## config.mk

```make
export PLATFORM = sky130hd
export DESIGN_NAME = pwm_compare
export DESIGN_NICKNAME = d
export VERILOG_FILES = /design/src/rtl/pwm_compare_pkg.sv /design/src/rtl/pwm_compare_shadow_reg.sv /design/src/rtl/pwm_compare.sv
export SDC_FILE = /design/constraint.sdc
export NUM_CORES = 1
export LEC_CHECK = 0
export CAP_MARGIN = 20
export CORE_AREA = 4 4 55 57
export DETAILED_ROUTE_END_ITERATION = 12
export DIE_AREA = 0 0 59 61
export GPL_TIMING_DRIVEN = 0
export PLACE_DENSITY = 0.78
export SYNTH_ARGS = -nofsm -noshare
export SYNTH_HDL_FRONTEND = slang
export SYNTH_SLANG_ARGS = --single-unit
```

## constraint.sdc

```tcl
create_clock -name clk -period 2.5 [get_ports clk]
set_clock_uncertainty 0.1 [all_clocks]
set_input_delay 0.5 -clock clk [delete_from_list [all_inputs] [get_ports clk]]
set_output_delay 0.5 -clock clk [all_outputs]
set_load 0.01 [all_outputs]
```

## src/rtl/pwm_compare_pkg.sv

```systemverilog
// Shared definitions for the PWM comparator: count bus width and controller states.
package pwm_compare_pkg;

  localparam int unsigned COUNT_W = 6;

  typedef enum logic [1:0] {
    ST_IDLE    = 2'd0,
    ST_RUN     = 2'd1,
    ST_PENDING = 2'd2
  } pwm_state_t;

endpackage

```

## src/rtl/pwm_compare_shadow_reg.sv

```systemverilog
// Shadow duty register with valid/ready accept logic; saturates requests above 2**W.
module pwm_compare_shadow_reg #(
  parameter int unsigned W = 6
) (
  input  logic         clk,
  input  logic         rst,
  input  logic         cfg_valid,
  input  logic         cfg_ready,
  input  logic [W:0]   cfg_duty,
  output logic         accept_c,
  output logic [W:0]   duty_shadow
);

  localparam logic [W:0] DUTY_FULL = {1'b1, {W{1'b0}}};

  logic [W:0] duty_sat_c;

  assign accept_c   = cfg_valid && cfg_ready;
  assign duty_sat_c = (cfg_duty > DUTY_FULL) ? DUTY_FULL : cfg_duty;

  always_ff @(posedge clk) begin
    if (rst) begin
      duty_shadow <= '0;
    end else if (accept_c) begin
      duty_shadow <= duty_sat_c;
    end
  end

endmodule

```

## src/rtl/pwm_compare.sv

```systemverilog
// PWM comparator on the free-running up_counter bus; duty updates take effect only at the MAX->0 wrap.
module pwm_compare
  import pwm_compare_pkg::*;
#(
  parameter int unsigned W   = COUNT_W,
  parameter bit          POL = 1'b1
) (
  input  logic         clk,
  input  logic         rst,
  input  logic [W-1:0] count,
  input  logic         cfg_valid,
  input  logic [W:0]   cfg_duty,
  output logic         cfg_ready,
  output logic         pwm,
  output logic         period_start
);

  localparam logic [W-1:0] MAX = '1;

  pwm_state_t state;
  logic [W-1:0] cnt_q;
  logic [W:0]   duty_active;
  logic [W:0]   duty_shadow;
  logic [W:0]   duty_eff_c;
  logic         accept_c;
  logic         wrap_c;
  logic         pwm_on_c;

  pwm_compare_shadow_reg #(.W(W)) u_shadow (
    .clk         (clk),
    .rst         (rst),
    .cfg_valid   (cfg_valid),
    .cfg_ready   (cfg_ready),
    .cfg_duty    (cfg_duty),
    .accept_c    (accept_c),
    .duty_shadow (duty_shadow)
  );

  // Only a clean MAX->0 step counts as a period boundary; any other jump is just a new count.
  assign wrap_c     = (cnt_q == MAX) && (count == '0);
  assign duty_eff_c = ((state == ST_PENDING) && wrap_c) ? duty_shadow : duty_active;
  assign pwm_on_c   = ({1'b0, count} < duty_eff_c);

  always_ff @(posedge clk) begin
    if (rst) begin
      state        <= ST_IDLE;
      cfg_ready    <= 1'b1;
      duty_active  <= '0;
      cnt_q        <= '0;
      pwm          <= ~POL;
      period_start <= 1'b0;
    end else begin
      cnt_q        <= count;
      period_start <= wrap_c;
      pwm          <= (state == ST_IDLE) ? ~POL : (pwm_on_c ? POL : ~POL);
      // An accept coinciding with a wrap in RUN leaves duty_active alone until the next wrap.
      case (state)
        ST_IDLE, ST_RUN: begin
          if (accept_c) begin
            state     <= ST_PENDING;
            cfg_ready <= 1'b0;
          end
        end
        ST_PENDING: begin
          if (wrap_c) begin
            state       <= ST_RUN;
            duty_active <= duty_shadow;
            cfg_ready   <= 1'b1;
          end
        end
        default: begin
          state     <= ST_IDLE;
          cfg_ready <= 1'b1;
        end
      endcase
    end
  end

endmodule

```

Word level (Yosys, flattened, before mapping):

Index checks and enable logic that the tools add are counted.

* output and inout port bits: 3
* register bits after elaboration: 25

* eq/ne operators: 5
* reduce and logical (&&, ||, !) cells: 9
* multiplexer cells: 9
* order comparisons: 2

Operators with widths (count)
* two-way mux 7 bit: 2
* greater-than comparator 7 bit, second input constant: 1
* less-than comparator 6 x 7 -> 1 bit: 1
* == test 6 bit, second input constant: 1
* zero test 6 bit: 1
* two-way mux 2 bit: 2
* != test 2 bit, second input constant: 2
* one-hot mux 2 bit (2 select lines): 1
* AND reduction 2 bit: 2
* OR reduction 2 bit: 2
* logical AND 1 bit: 3
* two-way mux 1 bit: 3
* == test 2 x 1 -> 1 bit, second input constant: 1
* == test 2 bit, second input constant: 1
* zero test 2 bit: 1
* one-hot mux 1 bit (2 select lines): 1

Depth between registers and ports, before layout:

* depth in word-level cells: 6
* gate-level depth with buffers: 8

Modules after synthesis:

Synthesis repeated with hierarchy kept, for this count alone.

* cell total of the unflattened synthesis: 106
* area total of the unflattened synthesis: 1082.3 µm²

Modules (own cells, without submodules)
* pwm_compare: instances 1, area an instance 749.5 µm², cells each 75
* pwm_compare_shadow_reg: instances 1, area an instance 332.8 µm², cells each 31

Worst setup path after synthesis:

OpenSTA, ideal clock, no wires.

* path kind: input port to flip-flop
* from: input count[2]
* to: register pwm
* data arrival time: 2249 ps
* path buffers: 0
* setup time: 70 ps
* slack: 81 ps
* cell stages on the path: 8
* path through: nor4_4 -> nand4_4 -> mux2i_1 -> ha_1 -> a211oi_1 -> nand2_1 -> mux2_2 -> a21oi_1

* cells in the longest elaborated chain, start to end: 6

RTL lines
* from (decl): RTL line pwm_compare.sv:10 `input logic [W-1:0] count,`
* zero test 6 bit: RTL line pwm_compare.sv:40 `assign wrap_c = (cnt_q == MAX) && (count == '0);`
* logical AND 1 bit: RTL line pwm_compare.sv:40
* logical AND 1 bit: RTL line pwm_compare.sv:41 `assign duty_eff_c = ((state == ST_PENDING) && wrap_c) ? duty_shadow : duty_active;`
* two-way mux 7 bit: RTL line pwm_compare.sv:41
* less-than comparator 6 x 7 -> 1 bit (*): RTL line pwm_compare.sv:42 `assign pwm_on_c = ({1'b0, count} < duty_eff_c);`
* two-way mux 1 bit (*): RTL line pwm_compare.sv:55 `pwm <= (state == ST_IDLE) ? ~POL : (pwm_on_c ? POL : ~POL);`
* to (signal assigned): RTL line pwm_compare.sv:50 `pwm <= ~POL;`
* to (signal assigned): RTL line pwm_compare.sv:55
* to (decl): RTL line pwm_compare.sv:14 `output logic pwm,`

Mark *: on every way between the ends. The rest lies on a longest branch, timed or not.
A chain may end at the register's enable or synchronous reset.

Final worst setup path:

* from: input count[3]
* to: register pwm

Same word-level chain as after synthesis.

==> impl_metrics.tcl <==
set metrics [dict create \
    grt_start_max_net_pins 16 \
    ctsRootBufferMaster "clkbuf_4" \
    dp.final_hpwl_mm 1.803 \
    synthDominantAreaCellType "dfxtp_1" \
    global_route_wire_length_before_repair_mm 4.146 \
    cts_tree "done" \
    postPlaceCellArea_mm2 0.001315 \
    gp_routability_congestion 0.8032 \
    synth.cell_area_mm2 0.001097 \
    start_util_pct 44.29 \
    timing_worst_setup_path_type "in2reg" \
    fin_setup_tns_ns 0 \
    detailroute.via_count 912 \
    yosys-top-cells-count "25 x dfxtp_1, 18 x nor2_1, 12 x a21oi_1" \
    fraction_of_final_layout_cells_with_drive_strength_greater_than_1_pct 17.14 \
    synth_cell_type_count 30 \
    layout_fillers 218 \
    layout.core_utilization_pct 58.23 \
    run_status "completed" \
    cp.required_ns 2.67 \
    postSynth.topFlopCell "dfxtp_1" \
    detail_route.vias_per_cell 5.365 \
    1st_pass_router_iterations 4 \
    fin_crit_ns 2.390 \
    rows 18 \
    worstHoldEndpoint "cnt_q[5]" \
    remaining_drc_errors 0 \
    cts.sinks 25 \
    timing.critical_path.from_type "primary input" \
    synth_async_sr_flop_share_pct 0 \
    global_route.overflow_total 0 \
    cp_num_buf_inv 2 \
    hold_viol 0 \
    route.final.wire_length_mm 2.365 \
    port_buffers 18 \
    clock_path_buffers 2 \
    grt_pass1_vias 982 \
    cts.clk_slew.worst_paths_ns 0.13 \
    seq_area_um2 500.5 \
    finalSetupViolCount 0 \
    num_antenna_cells 0 \
    slowest_delay_ns 0.35 \
    post_synth_main_area_contributors "dfxtp_1 46%, nor2_1 6.2%, ha_1 5.7%, a21oi_1 5.5%, mux2i_1 5.5%" \
    r2r_slack_ns 0.17 \
    grt_antenna_before_repair 0 \
    average_wire_length_per_cell_after_detail_routing_um 13.91 \
    multi_input_area_um2 626.9 \
    r2r.worst_path.cells 9 \
    sequence_of_cells_on_the_critical_path "dlygate4sd2_1 > nor4_4 > nand4_4 > buf_4 > mux2i_4 > ha_2 > o21a_1 > o2111ai_1 > nor3_1 > a21oi_1" \
    grt_util_all_layers_pct 15.50 \
    die_ar_mm2 0.003599 \
    ctsHtreeMaxLevel 1 \
    timing.hold.worst.start "count[5]" \
    area_of_all_placed_cells_without_fillers_mm2 0.001443 \
    dieWidth_um 59 \
    final_nets 162 \
    layout_setup_ws_ns 0.1100 \
    synth-edff-count 0 \
    power_per_cell_area_mw_per_mm2 486.4 \
    synthesis.instances 111 \
    synth-seq-area-share_pct 45.61 \
    tritoncts.num_buffers 3 \
    grt_setup_unrepaired "no" \
    r2r_start "state[1]" \
    crit_path_end_kind "flop" \
    worst_r2r_endpoint "pwm" \
    synth-warning-count 0 \
    dp_slack_ns -0.7303 \
    layout-area-overhead-vs-synth_pct 31.47 \
    postSynthNetCount 132 \
    cap_viol_max_count 0 \
    power.leakage_nw 0.5749 \
    critPathTopFamily "simple AND/OR/NAND/NOR gates" \
    design.portCount 19 \
    chipHeight_um 61 \
    detailedRoute.firstIterationViolations 11 \
    ir_drop_mv 0.4022 \
    hold-path-cell-count 2 \
    ant_nets 0 \
    final_min_period_over_clock_period_pct 95.60 \
    synthDominantCellAreaShare_pct 45.61 \
    synth.most_common_cell "dfxtp_1" \
    worst-slew-pin-transition_ns 0.4474 \
    register_bit_total_from_synthesis 25 \
    core_region_area_mm2 0.002477 \
    slew_headroom_pct 70.18 \
    critical-path-slowest-cell "nor4_4" \
    clk-insertion-delay-late_ns 0.33 \
    number_of_max_slew_violations_in_the_final_report 0 \
    worstPathArrival_ns 2.56 \
    syn_area_per_cell_um2 9.886 \
    cts_hold_buffers 0 \
    crit_path_start "count[3]" \
    worstPathMaxFanout 4 \
    minimum_hold_slack_ns 0.3854 \
    min-delay-path-class "in2reg" \
    max_freq_ghz 0.4184 \
]
## stage by stage
stage          power (mW)  instances
2_1_floorplan      0.4711        111
3_3_place_gp       0.5144        159
4_1_cts            0.7082        169
5_1_grt            0.7373        170
6_report           0.7017        170
3_5_place_dp       0.5195        159
## kinds of logic (layout without fill, tap and decap cells)
| kind of cell | Yosys count | in the layout | synth area share, % |
|---|---|---|---|
| AOI/OAI and AO/OA | 20 | 20 | 11.06 |
| and+or+nand+nor | 49 | 49 | 29.42 |
| adders and majority gates | 5 | 5 | 5.701 |
| muxes | 7 | 7 | 6.500 |
| DFF | 25 | 25 | 45.61 |
| buffers and inverters | 5 | 34 | 1.711 |
## how the worst max path moves through the flow
stage                to  slack (ns)  cells after the start
floorplan           pwm        0.08                      8
global placement    pwm       -0.69                      9
detailed placement  pwm       -0.73                      9
CTS                 pwm        0.01                     10
global route        pwm       0.007                     10
finish              pwm        0.11                     10
## where the power goes
part	total (mW)	internal [mW]	switching [mW]
Sequential	0.422	0.412	0.0101
Combinational	0.0894	0.0461	0.0433
Clock	0.190	0.0614	0.129
## metal layers
layer	wire, um	track usage [%]	vias to the layer above
li1	-	-	455
met1	956	16.12	433
met2	1235	28.86	15
met3	83	2.128	9
met4	91	10.36	0
met5	0	0	-
## final cells by class
type | instances | area share [%]
Inverter | 2 | 0.5204
Tap cell | 30 | 2.602
Buffer | 3 | 0.7806
Multi-Input combinational cell | 81 | 43.45
Timing Repair Buffer | 25 | 15.87
Clock inverter | 1 | 0.5204
Sequential cell | 25 | 34.69
Clock buffer | 3 | 1.561
## placed cells by master (no fill, tap or decap), types with 2 or more instances in the layout
cell / instances
nand3b_1: 2
clkbuf_1: 3
nor2_1: 18
nor2b_1: 8
buf_4: 6
inv_1: 2
dlygate4sd2_1: 4
ha_1: 3
nand2_1: 4
nor4_4: 2
clkbuf_4: 3
a21oi_1: 12
mux2i_1: 3
mux2i_4: 2
clkdlybuf4s50_1: 12
dfxtp_1: 25
nor3b_1: 6
## worst reg2reg max path, cell delays in order, from the launching register on
cell,delay (ns)
dfxtp_1,0.46
nor2b_1,0.30
nand4_4,0.17
buf_4,0.19
mux2i_4,0.18
ha_2,0.30
o21a_1,0.17
o2111ai_1,0.18
nor3_1,0.07
a21oi_1,0.15
## state kept, by name (all words and copies together), names as in the netlist
signal	flops
cfg_ready	1
state	2
period_start	1
u_shadow.duty_shadow	7
pwm	1
cnt_q	6
duty_active	7
## repair_timing
item | 4_1_cts | 5_1_grt
resized for setup | 11 | 7
setup buffers | 6 | 1
endpoints found under the hold margin | 0 | 0
gates cloned | 0 | 0
setup endpoints to repair | 1 | 1
pin swaps | 5 | 3
No activity file was read; power rests on OpenSTA's default activity.
